**config.mk**
```make
export PLATFORM = sky130hd
export DESIGN_NAME = alu_cmd_issuer_flat
export DESIGN_NICKNAME = d
export VERILOG_FILES = /design/src/rtl/alu_cmd_issuer_if.sv /design/src/rtl/alu_cmd_issuer.sv /design/src/flat_wrapper.sv
export SDC_FILE = /design/constraint.sdc
export NUM_CORES = 1
export LEC_CHECK = 0
export ABC_AREA = 0
export CORE_ASPECT_RATIO = 1.5
export CORE_MARGIN = 5
export CORE_UTILIZATION = 55
export DETAILED_ROUTE_END_ITERATION = 8
export GPL_ROUTABILITY_DRIVEN = 0
export MAX_ROUTING_LAYER = met4
export PLACE_DENSITY = 0.86
export SKIP_CTS_REPAIR_TIMING = 1
export SYNTH_ARGS = -nofsm -noshare
export SYNTH_HDL_FRONTEND = slang
export SYNTH_SLANG_ARGS = --single-unit
```
**constraint.sdc**
```tcl
create_clock -name clk -period 3.9 [get_ports clk]
set_input_delay 0.585 -clock clk [delete_from_list [all_inputs] [get_ports clk]]
set_output_delay 0.585 -clock clk [all_outputs]
set_load 0.005 [all_outputs]
```
**src/rtl/alu_cmd_issuer_if.sv**
```systemverilog
// Command, ALU and result bundle between a command source, alu_cmd_issuer and the ALU.
// The issuer uses the slave modport; the environment (sequencer + ALU) uses master.
interface alu_cmd_issuer_if;
    logic       cmd_valid;
    logic       cmd_ready;
    logic       cmd_load;
    logic [2:0] cmd_op;
    logic [1:0] cmd_dst;
    logic [1:0] cmd_srca;
    logic [1:0] cmd_srcb;
    logic [7:0] cmd_imm;

    logic [7:0] alu_a;
    logic [7:0] alu_b;
    logic [2:0] alu_op;
    logic [7:0] alu_out;
    logic       alu_carry;
    logic       alu_sign;
    logic       alu_over;

    logic       res_valid;
    logic       res_ready;
    logic [7:0] res_data;
    logic [2:0] res_flags;

    modport slave (
        input  cmd_valid, cmd_load, cmd_op, cmd_dst, cmd_srca, cmd_srcb, cmd_imm,
        output cmd_ready,
        output alu_a, alu_b, alu_op,
        input  alu_out, alu_carry, alu_sign, alu_over,
        output res_valid, res_data, res_flags,
        input  res_ready
    );

    modport master (
        output cmd_valid, cmd_load, cmd_op, cmd_dst, cmd_srca, cmd_srcb, cmd_imm,
        input  cmd_ready,
        input  alu_a, alu_b, alu_op,
        output alu_out, alu_carry, alu_sign, alu_over,
        input  res_valid, res_data, res_flags,
        output res_ready
    );
endinterface

```
**src/rtl/alu_cmd_issuer.sv**
```systemverilog
// Issues register-file commands to an 8-bit combinational ALU and returns the result.
// Define ALU_ISSUER_FLAGS_EN to capture {over, sign, carry} into res_flags.
//
// state | meaning
// ------+-----------------------------------------------------------
// IDLE  | cmd_ready=1, waiting for a command
// EXEC  | operands on the ALU for one cycle, write-back at the end
// RESP  | res_valid=1, holding result until res_ready
module alu_cmd_issuer (
    input  logic               clk,
    input  logic               rst,
    alu_cmd_issuer_if.slave    bus
);
    typedef enum logic [1:0] {
        IDLE = 2'd0,
        EXEC = 2'd1,
        RESP = 2'd2
    } state_t;

    state_t     state, state_next;
    logic [7:0] regs [4];
    logic [2:0] op_q;
    logic [1:0] dst_q;
    logic [1:0] srca_q;
    logic [1:0] srcb_q;
    logic [7:0] res_data_q;
    logic       accept;

    assign accept = (state == IDLE) && bus.cmd_valid;

    always_ff @(posedge clk) begin
        if (rst) begin
            state <= IDLE;
        end else begin
            state <= state_next;
        end
    end

    always_comb begin
        state_next    = state;
        bus.cmd_ready = 1'b0;
        bus.res_valid = 1'b0;
        bus.alu_a     = 8'h00;
        bus.alu_b     = 8'h00;
        bus.alu_op    = 3'b000;
        case (state)
            IDLE: begin
                bus.cmd_ready = 1'b1;
                if (bus.cmd_valid) begin
                    state_next = bus.cmd_load ? RESP : EXEC;
                end
            end
            EXEC: begin
                bus.alu_a  = regs[srca_q];
                bus.alu_b  = regs[srcb_q];
                bus.alu_op = op_q;
                state_next = RESP;
            end
            RESP: begin
                bus.res_valid = 1'b1;
                if (bus.res_ready) begin
                    state_next = IDLE;
                end
            end
            default: state_next = IDLE;
        endcase
    end

    // Reset wins over any write-back scheduled for the same edge.
    always_ff @(posedge clk) begin
        if (rst) begin
            for (int i = 0; i < 4; i++) begin
                regs[i] <= 8'h00;
            end
            op_q       <= 3'b000;
            dst_q      <= 2'd0;
            srca_q     <= 2'd0;
            srcb_q     <= 2'd0;
            res_data_q <= 8'h00;
        end else begin
            if (accept) begin
                op_q   <= bus.cmd_op;
                dst_q  <= bus.cmd_dst;
                srca_q <= bus.cmd_srca;
                srcb_q <= bus.cmd_srcb;
                if (bus.cmd_load) begin
                    regs[bus.cmd_dst] <= bus.cmd_imm;
                    res_data_q        <= bus.cmd_imm;
                end
            end
            if (state == EXEC) begin
                regs[dst_q] <= bus.alu_out;
                res_data_q  <= bus.alu_out;
            end
        end
    end

    assign bus.res_data = res_data_q;

`ifdef ALU_ISSUER_FLAGS_EN
    logic [2:0] res_flags_q;

    always_ff @(posedge clk) begin
        if (rst) begin
            res_flags_q <= 3'b000;
        end else if (accept && bus.cmd_load) begin
            res_flags_q <= 3'b000;
        end else if (state == EXEC) begin
            res_flags_q <= {bus.alu_over, bus.alu_sign, bus.alu_carry};
        end
    end

    assign bus.res_flags = res_flags_q;
`else
    logic unused_flags;

    assign unused_flags  = &{1'b0, bus.alu_over, bus.alu_sign, bus.alu_carry};
    assign bus.res_flags = 3'b000;
`endif
endmodule

```
**src/flat_wrapper.sv**
```systemverilog
// flat-port wrapper written by rule: the top's interface ports become plain ports
module alu_cmd_issuer_flat 
  (clk, rst, bus_cmd_valid, bus_cmd_load, bus_cmd_op, bus_cmd_dst, bus_cmd_srca, bus_cmd_srcb, bus_cmd_imm, bus_cmd_ready, bus_alu_a, bus_alu_b, bus_alu_op, bus_alu_out, bus_alu_carry, bus_alu_sign, bus_alu_over, bus_res_valid, bus_res_data, bus_res_flags, bus_res_ready);
  alu_cmd_issuer_if bus_i ();
  input  logic clk;
  input  logic rst;
  input wire logic [$bits(bus_i.cmd_valid)-1:0] bus_cmd_valid;
  input wire logic [$bits(bus_i.cmd_load)-1:0] bus_cmd_load;
  input wire logic [$bits(bus_i.cmd_op)-1:0] bus_cmd_op;
  input wire logic [$bits(bus_i.cmd_dst)-1:0] bus_cmd_dst;
  input wire logic [$bits(bus_i.cmd_srca)-1:0] bus_cmd_srca;
  input wire logic [$bits(bus_i.cmd_srcb)-1:0] bus_cmd_srcb;
  input wire logic [$bits(bus_i.cmd_imm)-1:0] bus_cmd_imm;
  output wire logic [$bits(bus_i.cmd_ready)-1:0] bus_cmd_ready;
  output wire logic [$bits(bus_i.alu_a)-1:0] bus_alu_a;
  output wire logic [$bits(bus_i.alu_b)-1:0] bus_alu_b;
  output wire logic [$bits(bus_i.alu_op)-1:0] bus_alu_op;
  input wire logic [$bits(bus_i.alu_out)-1:0] bus_alu_out;
  input wire logic [$bits(bus_i.alu_carry)-1:0] bus_alu_carry;
  input wire logic [$bits(bus_i.alu_sign)-1:0] bus_alu_sign;
  input wire logic [$bits(bus_i.alu_over)-1:0] bus_alu_over;
  output wire logic [$bits(bus_i.res_valid)-1:0] bus_res_valid;
  output wire logic [$bits(bus_i.res_data)-1:0] bus_res_data;
  output wire logic [$bits(bus_i.res_flags)-1:0] bus_res_flags;
  input wire logic [$bits(bus_i.res_ready)-1:0] bus_res_ready;
  assign bus_i.cmd_valid = bus_cmd_valid;
  assign bus_i.cmd_load = bus_cmd_load;
  assign bus_i.cmd_op = bus_cmd_op;
  assign bus_i.cmd_dst = bus_cmd_dst;
  assign bus_i.cmd_srca = bus_cmd_srca;
  assign bus_i.cmd_srcb = bus_cmd_srcb;
  assign bus_i.cmd_imm = bus_cmd_imm;
  assign bus_cmd_ready = bus_i.cmd_ready;
  assign bus_alu_a = bus_i.alu_a;
  assign bus_alu_b = bus_i.alu_b;
  assign bus_alu_op = bus_i.alu_op;
  assign bus_i.alu_out = bus_alu_out;
  assign bus_i.alu_carry = bus_alu_carry;
  assign bus_i.alu_sign = bus_alu_sign;
  assign bus_i.alu_over = bus_alu_over;
  assign bus_res_valid = bus_i.res_valid;
  assign bus_res_data = bus_i.res_data;
  assign bus_res_flags = bus_i.res_flags;
  assign bus_i.res_ready = bus_res_ready;
  alu_cmd_issuer u_core (.clk(clk), .rst(rst), .bus(bus_i));
endmodule
```
---- Word level (Yosys, flattened, before mapping) ----
Memories as Yosys holds them, arrays and structs flattened. A register that Yosys moved wholly into a read port is not among the register bits.
Cells that the tools add are included.
word-level totals
  flip-flop bits (word level) ............. 19
  latch bits .............................. 0
  bits in writable memories ............... 32
  ROM bits ................................ 0
  input port bits ......................... 33
  output and inout port bits .............. 32
  memories ................................ 1
memory list
  memory       depth  width  read ports  clocked after Yosys merged registers in  wr ports  line                  source
  u_core.regs  4      8      2           2                                        4         alu_cmd_issuer.sv:21  logic [7:0] regs [4];
operators by class
  add/sub/neg operators ................... 0
  multipliers ............................. 0
  divide/modulo/power cells ............... 0
  order comparisons ....................... 0
  equality and inequality tests ........... 4
  shift operators ......................... 0
  multiplexer cells ....................... 31
  bitwise logic cells ..................... 0
  reduce and logical (&&, ||, !) cells .... 8
operators by type and width
  cell                  count
  $mux W8               7
  $mux W2               9
  $reduce_or A8 Y1      2
  $mux W1               13
  $pmux W2 S3           1
  $ne A2 B2 Y1 const B  2
  $reduce_and A2 Y1     2
  $reduce_bool A2 Y1    2
  $mux W3               1
  $eq A2 B1 Y1 const B  1
  $eq A2 B2 Y1 const B  1
  $logic_not A2 Y1      1
  $logic_and A1 B1 Y1   1

---- Depth between registers and ports, before layout ----
  depth after elaboration ................. 8
  mapped depth ............................ 6

---- Worst setup path before layout ----
OpenSTA, ideal clock, no wires.
  path type ............................... input -> register
  from .................................... input bus_cmd_valid
  to ...................................... memory u_core.regs[3][0] (enable)
  arrival time ............................ 1793 ps
  slack ................................... 1729 ps
  stages on the path ...................... 5
  cell sequence ........................... and4bb_1 > buf_4 > buf_6 > a32o_1 > a31oi_1
RTL lines
  what         line                  source
  from (decl)  flat_wrapper.sv:7     input wire logic [$bits(bus_i.cmd_valid)-1:0] bus_cmd_valid;
  to (decl)    alu_cmd_issuer.sv:21

---- Final worst setup path ----
  from .................................... register u_core.state[1]
  to ...................................... output bus_alu_a[6]
on the way
  word-level cells in the longest chain between the ends .. 2
ends and longest elaborated chain
  what                    line                  source
  from (decl)             alu_cmd_issuer.sv:20  state_t state, state_next;
  from (signal assigned)  alu_cmd_issuer.sv:35  state <= state_next;
  $eq A2 B1 Y1            alu_cmd_issuer.sv:46  case (state)
  $mux W8                 alu_cmd_issuer.sv:46
  to (decl)               flat_wrapper.sv:15    output wire logic [$bits(bus_i.alu_a)-1:0] bus_alu_a;
No other way between the ends.

==> results_dict.tcl <==
set metrics [dict create \
    remaining_drc_errors 0 \
    yosysSeqAreaShare_pct 47.12 \
    synth_top_area_share_pct 31.85 \
    fp.dieArea_um2 7097 \
    grt_max_degree 37 \
    tightest_slew_ns 1.141 \
    ys_warn_count 0 \
    setup_viol 0 \
    finalCoreUtilization_pct 68.05 \
    min_period_ns 3.070 \
    syn_avg_cell_area_um2 11.34 \
    clockRootBuffer "clkbuf_8" \
    fin_crit_sh_pct 78.73 \
    clockBufferDepth 2 \
    reg2reg_slack_ns 1.13 \
    num_vias 2206 \
    holdPathStages 2 \
    path_class "reg -> out" \
    synth-main-ff-cell "edfxtp_1" \
    rr_startpoint "u_core.state[0]" \
    grt_usage_pct 18.19 \
    synth-edff-count 32 \
    critPathRequiredTime_ns 3.31 \
    drive_gt1_share_pct 13.46 \
    power_mw 1.257 \
    stdcell_count 382 \
    placed_area_um2 3571 \
    layout_commonest_cell "clkdlybuf4s50_1" \
    worst_slack_ns 0.8295 \
    port_buffers 58 \
    antenna_cells 0 \
    design_area_um2 3681 \
    reg2reg_depth 3 \
    crit_fanout 36 \
    post-place-ws_ns 0.8623 \
    cp_top_family "simple AND/OR/NAND/NOR gates" \
    r2r_end "u_core.regs[1][7]" \
    finalHoldViolations 0 \
    fin_nets 344 \
    final_cell_mix "clkdlybuf4s50_1 (58), edfxtp_1 (32), nor2b_1 (25), nand2_1 (25), dfxtp_1 (23)" \
    cts_tree "done" \
    dp.cells 374 \
    cap_violations 0 \
    fmax_mhz 325.7 \
    hp-class "reg -> reg" \
    yosys_register_bits 55 \
    p_leak_nw 1.254 \
    crit_buf_inv 1 \
    cts.sinks 55 \
    powerDensity_nw_per_um2 341.4 \
    grt_setup_unrepaired "no" \
    grt_pass1_vias 2183 \
    syn_area_um2 3017 \
    die_h_um 100.7 \
    post-dp-hpwl_um 4762 \
    ys_async_sr_fraction_pct 0 \
    dr.pass1.iters 5 \
    drv_slew 0 \
    fillCellCount 414 \
    crit_chain "nand2b_1 > nor2b_1 > clkdlybuf4s50_1" \
    grt_first_pass_wirelength_um 10120 \
    wire_per_inst_um 16.26 \
    drt-initial-drc-count 91 \
    dieWidth_um 70.47 \
    num_rows 33 \
    cp-start-kind "flop" \
    numCtsBuffers 5 \
    antenna_found_initial 0 \
    fin_setup_tns_ns 0 \
    path_clk_slew_ns 0.09 \
    min_from "u_core.bus.res_data[7]" \
    viasPerCell 5.775 \
    synthDistinctLibCells 41 \
    ant_nets 0 \
    end_kind "primary output" \
    worstSetupStartpoint "u_core.state[1]" \
    floorplan.initialDensity_pct 55.77 \
    num_io_pins 65 \
    relSlewSlack_pct 23.92 \
    min_to "u_core.bus.res_data[7]" \
    cpPeakStageDelay_ns 0.94 \
    worstPathArrival_ns 2.49 \
    route.final.wire_length_um 6211 \
    htreeDepth 2 \
    fin_skew_ns 0.005715 \
    post-synth-top-area-cell "edfxtp_1" \
    synthCells 266 \
    holdWs_ns 0.4826 \
    ir_worst_vdd_uv 230.0 \
    outcome "finished, final reports clean" \
    clock_latency_ns 0.30 \
    overflow 0 \
    syn_to_final_growth_pct 22.02 \
    critPathSlowestCell "nand2b_1" \
    ys_top_cells_by_area "edfxtp_1 (32%), dfxtp_1 (15%), mux4_2 (12%)" \
    core-area_um2 5409 \
]
==> metal layers <==
metal / routed length [um] / global-route usage (%)
met5: 0 / -
met4: 114 / 7.080
met3: 277 / 2.695
met2: 3486 / 33.91
met1: 2333 / 19.03
==> state kept, by name, summed over array words and instances, names as in the netlist, named ones only <==
signal	flops
u_core.srcb_q	2
u_core.srca_q	2
u_core.state	2
u_core.bus.res_data	8
u_core.op_q	3
u_core.dst_q	2
u_core.regs	32
==> worst min-delay path: stages (launching register included) <==
cell and delay [ns]:
dfxtp_1 0.32, nand2_1 0.05, a31oi_1 0.07
==> cell type report <==
class	count	area, um2	area share, %
Clock buffer	6	72.57	1.971
Clock inverter	2	37.54	1.020
Inverter	13	48.80	1.326
Multi-Input combinational cell	175	1410	38.31
Sequential cell	55	1421	38.61
Tap cell	70	87.58	2.379
Timing Repair Buffer	61	603.1	16.38
==> worst max-delay path by stage <==
| stage | to | slack (ns) | depth (start not counted) |
|---|---|---|---|
| 2_1_floorplan | u_core.regs[3][0] | 1.73 | 5 |
| 3_3_place_gp | u_core.regs[1][6] | 0.91 | 4 |
| 3_5_place_dp | u_core.regs[1][3] | 0.86 | 4 |
| 4_1_cts | bus_alu_a[6] | 0.80 | 3 |
| 5_1_grt | bus_alu_a[6] | 0.58 | 3 |
| 6_report | bus_alu_a[6] | 0.83 | 3 |
==> where the power goes <==
part	switching (mW)	internal (mW)	leakage, nW
logic	0.0888	0.111	0.681
registers	0.0338	0.652	0.521
clock network	0.179	0.192	0.0514
total	0.302	0.955	1.25
==> logic make-up after synthesis <==
family / synth area share (%)
AO/OA/AOI/OAI: 11.49
buffers and inverters: 6.553
flip-flops: 47.12
multiplexers: 14.93
other: 0.1243
AND/OR/NAND/NOR: 19.78
==> cell usage after synthesis (2+ instances only) <==
cell,number
nor3_1,8
and3_1,3
nor4_1,8
a22oi_1,8
a22oi_2,8
mux2i_1,9
o21ai_0,8
nand2b_1,2
buf_6,3
nor2_1,11
nor2b_1,25
buf_4,7
clkbuf_1,10
edfxtp_1,32
inv_1,12
a31oi_1,10
and4bb_1,2
nand2_1,25
dfxtp_1,23
mux4_2,16
nand3_1,9
buf_2,5
a21oi_1,2
nor3b_1,3
(Power assumes the default switching activity.)
